### src/rtl/mem_ctrl.sv
// mem_ctrl: sequencer and arbiter for a single byte-wide RAM port shared by
// instruction fetch (IF) and the MEM stage.
//
// Every access is broken into consecutive little-endian byte transactions on
// the RAM port. MEM has fixed priority over IF. Completion is reported with a
// one-cycle done pulse to whichever requester owned the access.
//
// Ports:
//   clk, rst                 clock (rising edge), asynchronous active-low reset
//   if_req/if_addr           IF word fetch request and byte address
//   if_data/if_done          fetched word (held) and one-cycle completion pulse
//   mem_req/mem_we/mem_len   MEM request, store enable, size (0=B,1=H,2/3=W)
//   mem_addr/mem_wdata       MEM byte address and store data (low bytes used)
//   mem_rdata/mem_done       zero-extended load data (held) and completion pulse
//   ram_addr/ram_wr/ram_dout RAM byte address, write strobe, write byte
//   ram_din                  RAM read byte, valid the cycle after its address
module mem_ctrl #(
  parameter int ADDR_W = 32,
  parameter int DATA_W = 32
) (
  input  logic              clk,
  input  logic              rst,
  input  logic              if_req,
  input  logic [ADDR_W-1:0] if_addr,
  output logic [DATA_W-1:0] if_data,
  output logic              if_done,
  input  logic              mem_req,
  input  logic              mem_we,
  input  logic [1:0]        mem_len,
  input  logic [ADDR_W-1:0] mem_addr,
  input  logic [DATA_W-1:0] mem_wdata,
  output logic [DATA_W-1:0] mem_rdata,
  output logic              mem_done,
  output logic [ADDR_W-1:0] ram_addr,
  output logic              ram_wr,
  output logic [7:0]        ram_dout,
  input  logic [7:0]        ram_din
);

  localparam int NB = DATA_W / 8;

  typedef enum logic [1:0] {IDLE, READ, WRITE, DONE} state_t;

  state_t            state_reg, state_next;
  logic [2:0]        ph_reg;        // byte phase within the current access
  logic [2:0]        n_reg;         // number of bytes in the current access
  logic              owner_mem_reg; // 1 = MEM owns the access, 0 = IF
  logic [ADDR_W-1:0] base_reg;
  logic [DATA_W-1:0] wdata_reg;
  logic [7:0]        rbuf_reg [NB];
  logic [DATA_W-1:0] read_word;
  logic [2:0]        mem_n;
  logic [1:0]        nxt_lane;
  logic [ADDR_W-1:0] nxt_addr;

  always_comb begin
    case (mem_len)
      2'd0:    mem_n = 3'd1;
      2'd1:    mem_n = 3'd2;
      default: mem_n = 3'd4;
    endcase
  end

  assign nxt_lane = ph_reg[1:0] + 2'd1;
  assign nxt_addr = base_reg + ADDR_W'(ph_reg + 3'd1);

  // Byte lanes of the read result. The last byte of a read arrives on ram_din
  // in the same cycle the result is published, so that lane is bypassed
  // straight from ram_din instead of waiting for the lane register.
  // Lanes are cleared in IDLE so unused high bytes read back as zero.
  genvar gi;
  generate
    for (gi = 0; gi < NB; gi++) begin : g_lane
      always_ff @(posedge clk or negedge rst) begin
        if (!rst) begin
          rbuf_reg[gi] <= 8'd0;
        end else if (state_reg == IDLE) begin
          rbuf_reg[gi] <= 8'd0;
        end else if (state_reg == READ && ph_reg == 3'(gi + 1)) begin
          rbuf_reg[gi] <= ram_din;
        end
      end

      assign read_word[8*gi +: 8] =
        (state_reg == READ && ph_reg == 3'(gi + 1)) ? ram_din : rbuf_reg[gi];
    end
  endgenerate

  // State register
  always_ff @(posedge clk or negedge rst) begin
    if (!rst) begin
      state_reg <= IDLE;
    end else begin
      state_reg <= state_next;
    end
  end

  // Next-state logic
  always_comb begin
    state_next = state_reg;
    case (state_reg)
      IDLE: begin
        if (mem_req) begin
          state_next = mem_we ? WRITE : READ;
        end else if (if_req) begin
          state_next = READ;
        end
      end
      // Reads take one extra tail cycle to capture the final byte.
      READ:    if (ph_reg == n_reg) state_next = DONE;
      WRITE:   if (ph_reg == n_reg - 3'd1) state_next = DONE;
      DONE:    state_next = IDLE;
      default: state_next = IDLE;
    endcase
  end

  // Registered datapath and outputs
  always_ff @(posedge clk or negedge rst) begin
    if (!rst) begin
      ph_reg        <= 3'd0;
      n_reg         <= 3'd0;
      owner_mem_reg <= 1'b0;
      base_reg      <= '0;
      wdata_reg     <= '0;
      if_data       <= '0;
      if_done       <= 1'b0;
      mem_rdata     <= '0;
      mem_done      <= 1'b0;
      ram_addr      <= '0;
      ram_wr        <= 1'b0;
      ram_dout      <= 8'd0;
    end else begin
      if_done  <= 1'b0;
      mem_done <= 1'b0;
      case (state_reg)
        IDLE: begin
          ph_reg   <= 3'd0;
          ram_addr <= '0;
          ram_wr   <= 1'b0;
          ram_dout <= 8'd0;
          if (mem_req) begin
            owner_mem_reg <= 1'b1;
            base_reg      <= mem_addr;
            n_reg         <= mem_n;
            wdata_reg     <= mem_wdata;
            ram_addr      <= mem_addr;
            ram_wr        <= mem_we;
            ram_dout      <= mem_we ? mem_wdata[7:0] : 8'd0;
          end else if (if_req) begin
            owner_mem_reg <= 1'b0;
            base_reg      <= if_addr;
            n_reg         <= 3'd4;
            wdata_reg     <= '0;
            ram_addr      <= if_addr;
          end
        end
        READ: begin
          ph_reg <= ph_reg + 3'd1;
          if (ph_reg == n_reg) begin
            if (owner_mem_reg) begin
              mem_rdata <= read_word;
              mem_done  <= 1'b1;
            end else begin
              if_data <= read_word;
              if_done <= 1'b1;
            end
            ram_addr <= '0;
          end else if (ph_reg + 3'd1 < n_reg) begin
            ram_addr <= nxt_addr;
          end else begin
            ram_addr <= '0;
          end
        end
        WRITE: begin
          ph_reg <= ph_reg + 3'd1;
          if (ph_reg == n_reg - 3'd1) begin
            ram_wr   <= 1'b0;
            ram_addr <= '0;
            ram_dout <= 8'd0;
            mem_done <= 1'b1;
          end else begin
            ram_addr <= nxt_addr;
            ram_dout <= wdata_reg[{nxt_lane, 3'b000} +: 8];
          end
        end
        default: begin
          ram_addr <= '0;
          ram_wr   <= 1'b0;
          ram_dout <= 8'd0;
        end
      endcase
    end
  end

endmodule

### config.mk
export PLATFORM = sky130hd
export DESIGN_NAME = mem_ctrl
export DESIGN_NICKNAME = d
export VERILOG_FILES = /design/src/rtl/mem_ctrl.sv
export SDC_FILE = /design/constraint.sdc
export NUM_CORES = 1
export LEC_CHECK = 0
export ABC_CLOCK_PERIOD_IN_PS = 6600
export BUFFER_PORTS_ARGS = -buffer_cell sky130_fd_sc_hd__buf_2
export CORE_ASPECT_RATIO = 0.6
export CORE_MARGIN = 2
export CORE_UTILIZATION = 50
export DETAILED_ROUTE_END_ITERATION = 6
export GPL_TIMING_DRIVEN = 1
export PLACE_DENSITY_LB_ADDON = 0.3
export SLEW_MARGIN = 20
export SYNTH_ARGS = -nofsm -noshare
export SYNTH_HDL_FRONTEND = slang
export SYNTH_SLANG_ARGS = --single-unit
### constraint.sdc
create_clock -name clk -period 6.6 [get_ports clk]
set_input_delay 1.32 -clock clk [delete_from_list [all_inputs] [get_ports clk]]
set_output_delay 1.32 -clock clk [all_outputs]
set_load 0.005 [all_outputs]
# Word-level counts from Yosys, hierarchy flattened
# Index checks and enable logic that the tools add are counted.
[totals]
reg_bits = 212
inputBits = 111
out_inout_bits = 107
[op_classes]
addsub = 5
n_lt_le_gt_ge = 1
n_eq_ne = 13
n_shift = 1
muxes = 44
bitwise = 2
n_reduce_logical = 14
[op_table]
columns = ["cell", "n"]
rows = [
  ["two-way mux 32 bit", 9],
  ["one-hot mux 32 bit (3 select lines)", 1],
  ["two-way mux 8 bit", 11],
  ["adder 32 x 4 -> 32 bit", 1],
  ["indexed part select 32 x 6 -> 8 bit", 1],
  ["one-hot mux 8 bit (3 select lines)", 1],
  ["one-hot mux 3 bit (2 select lines)", 2],
  ["two-way mux 1 bit", 10],
  ["two-way mux 2 bit", 5],
  ["AND reduction 3 bit", 3],
  ["one-hot mux 2 bit (4 select lines)", 1],
  ["== test 3 x 2 -> 1 bit, second input constant", 2],
  ["== test 3 bit", 2],
  ["two-way mux 3 bit", 2],
  ["adder 3 x 1 -> 4 bit, second input constant", 1],
  ["== test 2 x 1 -> 1 bit, second input constant", 2],
  ["== test 2 bit, second input constant", 2],
  ["logical AND 1 bit", 4],
  ["logical NOT 2 bit", 2],
  ["AND reduction 2 bit", 2],
  ["nonzero test 2 bit", 2],
  ["adder 3 x 1 -> 3 bit, second input constant", 1],
  ["== test 3 x 1 -> 1 bit, second input constant", 1],
  ["== test 3 bit, second input constant", 1],
  ["other kinds (10)", 11],
]

# Depth between registers and ports, before layout
[depth]
depth_word = 5
depth_mapped = 10
ltp_nobuf = 9

# Least setup slack after synthesis
# No wires, ideal clock.
[synth_path]
path_type = "reg2reg"
startpoint = "register ph_reg[0]"
endpoint = "register ram_addr[26]"
setup_time_ns = 0.094
arrival_time_ns = 2.642
required_ns = 6.506
slack_ns = 3.864
path_stages_with_launch = 11
n_path_buf = 2
path_cell_list = "dfrtp_1 clkbuf_1 inv_1 ha_1 ha_1 nor2b_1 o21a_1 o31ai_2 buf_6 clkinv_1 a221oi_2"
[synth_between]
elab_chain_len = 5
elab_cells_between_ends = 10
cone_classes = "add/sub: 3; order compare: 1; eq/ne: 2; mux: 4"
[synth_lines]
columns = ["element", "line", "source"]
rows = [
  ["from (decl)", "45", "logic [2:0] ph_reg;"],
  ["from (signal assigned)", "158", "ph_reg <= ph_reg + 3'd1;"],
  ["from (signal assigned)", "175", "ph_reg <= ph_reg + 3'd1;"],
  ["adder 3 x 1 -> 4 bit or adder 3 x 1 -> 3 bit (tied branches)", "65, 168", ""],
  ["adder 32 x 4 -> 32 bit or < comparator 3 bit (tied branches)", "65, 168", ""],
  ["two-way mux 32 bit", "168", "end else if (ph_reg + 3'd1 < n_reg) begin"],
  ["two-way mux 32 bit", "159", "if (ph_reg == n_reg) begin"],
  ["one-hot mux 32 bit (3 select lines) *", "135", "case (state_reg)"],
  ["to (signal assigned)", "146", "ram_addr <= mem_addr;"],
  ["to (signal assigned)", "169", "ram_addr <= nxt_addr;"],
  ["to (signal assigned)", "182", "ram_addr <= nxt_addr;"],
  ["to (decl)", "34", "output logic [ADDR_W-1:0] ram_addr,"],
]
# Mark *: on every way between the ends. The rest lies on a longest branch, timed or not.
# A chain may end at the register's enable or synchronous reset.

# Worst setup path after layout
[layout_path]
startpoint = "register ph_reg[0]"
endpoint = "register ram_addr[23]"
# The elaborated chain is that of the path after synthesis.

==> impl_metrics.py <==
metrics = {
    "detailed_routing": {
        "drt-pass1-iter-count": 7,
        "routed_wl_mm": 24.6,
        "viasPerCell": 5.46,
        "ant_nets": 0,
        "vias": 7631,
        "wl_per_cell_um": 17.6,
        "drc": 0,
        "first_iter_violations": 639,
    },
    "clock_network": {
        "cts_root_buf": "clkbuf_16",
        "hold_buffers": 0,
        "cts.repair.resized": 0,
        "htreeDepth": 1,
        "cts_setup_buffers": 0,
        "clock-sinks": 212,
        "cts_tree": "yes",
        "clk_pin_slew_ns": 0.07,
        "clk_latency_ns": 0.49,
        "cts_made_buffers": 20,
        "clock_path_buffers": 3,
    },
    "worst_setup_path": {
        "crit_fanout": 22,
        "arrival_ns": 4.01,
        "cp_num_buf_inv": 2,
        "cp_top_family": "adder cells",
        "ff2ff_path_depth": 9,
        "critPathRequiredTime_ns": 6.99,
        "worstReg2RegEnd": "ram_addr[23]",
        "cp_cell_sequence": "inv_1 > ha_1 > ha_1 > nor2b_1 > o21a_1 > o31ai_2 > buf_4 > nand2_1 > o22ai_1",
        "rr_startpoint": "ph_reg[0]",
        "crit_top_cell": "ha_1",
        "cpMaxStageDelayCell": "dfrtp_1",
        "worstSetupPathType": "flop to flop",
        "cp-end-kind": "flop",
        "cp-start-kind": "flop",
        "rrSetupSlack_ns": 2.98,
        "timing.critical_path.slowest_cell_delay_ns": 0.81,
    },
    "sta": {
        "period_needed_ns": 3.62,
        "fmaxAchievable_mhz": 276,
        "tightest_slew_ns": 1.05,
        "final_max_slew_viol_count": 0,
        "slew_headroom_pct": 29.0,
        "finalCritPeriodShare_pct": 54.9,
        "hold_viol_final": 0,
        "clock_skew_ns": 0.0120,
        "rsz0062_at_grt": "false",
        "setup_tns_ns": 0,
        "setup_viol_count_final": 0,
    },
    "synthesis": {
        "syn_inst": 944,
        "synth_top_family_by_area": "simple AND/OR/NAND/NOR gates",
        "synthAdderAreaFrac_pct": 2.55,
        "mappedNetlistArea_um2": 9620,
        "yosysMostFrequentCell": "dfrtp_1",
        "muxShareOfSynthArea_pct": 8.71,
        "yosysSeqAreaShare_pct": 55.1,
        "synth_area_leaders": "dfrtp_1, nand2_1, mux2i_1, o21ai_0, nor2_1",
        "synth_top_area_share_pct": 55.1,
        "yosys.area_share.simple_pct": 16.6,
        "synth_warnings": 0,
        "async_flop_share_pct": 100,
        "synth-xor-area-share_pct": 2.43,
        "synth_nets": 1074,
        "synth_area_leader_cell": "dfrtp_1",
        "synth_commonest_cells": "dfrtp_1, nand2_1, o21ai_0",
        "ys.flop_type": "dfrtp_1",
        "avgSynthCellArea_um2": 10.2,
        "synth-compound-area-share_pct": 11.2,
        "synth_seq_cells": 212,
        "synth-edff-count": 0,
        "synth.distinct_cells": 61,
    },
    "floorplanning": {
        "die_y_um": 111,
        "num_rows": 39,
        "die_area_um2": 20400,
        "start_util_pct": 50.8,
        "ioPinCount": 218,
        "die_w_um": 183,
        "core_area_um2": 18900,
    },
    "placement": {
        "dp_hpwl_mm": 17.0,
        "routabilityCongestion": 0.924,
        "placed_area_um2": 10900,
        "dpl.cell_count": 1361,
        "numPortBuffers": 217,
    },
    "global_route": {
        "grt_usage_pct": 24.4,
        "antenna_found_initial": 1,
        "grt_start_max_net_pins": 138,
        "grt_pass1_vias": 7248,
        "grt_pass1_wl_mm": 39.6,
        "overflow": 0,
    },
    "finish": {
        "stdcell_area_um2": 11600,
        "layout-area-overhead-vs-synth_pct": 20.6,
        "layout.cells.non_filler": 1397,
        "final_nets": 1268,
        "drive_gt1_share_pct": 25.0,
    },
    "worst_hold_path": {
        "hp-start": "wdata_reg[3]",
        "whs_path_depth": 2,
        "whs_endpoint": "wdata_reg[3]",
        "holdCritPathClass": "flop to flop",
    },
    "pwr": {
        "ir_worst_vdd_mv": 0.199,
        "power_mw": 5.35,
        "p_leak_nw": 6.17,
        "power_density_nw_per_um2": 461,
    },
    "job": {
        "cap_violations": 0,
    },
    "outcome": {
        "status": "completed",
    },
}
## tightest hold or removal path, delay by kind of cell (launching register included)
family | cells | cell delay (ns)
AND/OR/NAND/NOR | 2 | 0.10
flip-flops | 1 | 0.34
## cells in the final DEF, fill, tap and decap left out, types with 8 or more instances in the layout
master     instances
buf_2            215
dfrtp_1          212
nand2_1          177
o21ai_0          100
nor2_1            76
mux2i_1           59
nand3_1           51
inv_1             24
a21oi_1           21
clkbuf_16         21
xor2_1            19
a21o_1            17
ha_1              17
o22ai_1           10
nor4_1             9
nand4_1            8
mux4_2             8
a22oi_1            8
buf_4              8
## power breakdown
group	switching, mW	leakage [nW]	total [mW]	internal [mW]
Sequential	0.373	2.77	2.18	1.80
Combinational	1.17	3.06	1.95	0.782
Clock	0.485	0.342	1.22	0.736
## stage by stage
| step | hold slack (ns) | setup slack [ns] | util (%) |
|---|---|---|---|
| after CTS | 0.469 | 2.94 | 61.1 |
| final | 0.469 | 2.98 | 61.3 |
| after floorplan | 0.433 | 3.86 | - |
| after global routing | 0.479 | 2.64 | 61.3 |
| after global placement | 0.446 | 2.95 | 57.4 |
| after detailed placement | 0.454 | 2.83 | 57.4 |
## how the worst max path moves through the flow
stage	depth (start not counted)	startpoint	slack, ns	endpoint
2_1_floorplan	10	ph_reg[0]	3.86	ram_addr[26]
3_3_place_gp	7	mem_req	2.95	ram_addr[30]
3_5_place_dp	7	mem_req	2.83	ram_addr[30]
4_1_cts	9	ph_reg[0]	2.94	ram_addr[23]
5_1_grt	9	ph_reg[0]	2.64	ram_addr[23]
6_report	9	ph_reg[0]	2.98	ram_addr[23]
## cell families after synthesis
logic type / Yosys count
adder cells (fa/ha/maj): 19
multiplexers: 73
flip-flops: 212
buffers and inverters: 78
XOR/XNOR: 25
AND/OR/NAND/NOR: 356
AO/OA/AOI/OAI: 181
## layer usage
metal	vias up	GRT usage, %	wire, µm
li1	3644	-	-
met1	3653	41.2	12800
met2	307	31.9	9510
met3	27	4.87	1980
met4	0	5.01	338
met5	-	0	0
## area by class of cell
type	instances	area, µm²
Multi-Input combinational cell	654	4020
Clock inverter	2	60.1
Tap cell	246	308
Inverter	25	93.8
Antenna cell	1	2.50
Fill cell	1634	7330
Sequential cell	212	5310
Timing Repair Buffer	225	1180
Clock buffer	32	637
Power figures use the tool's default switching activity.
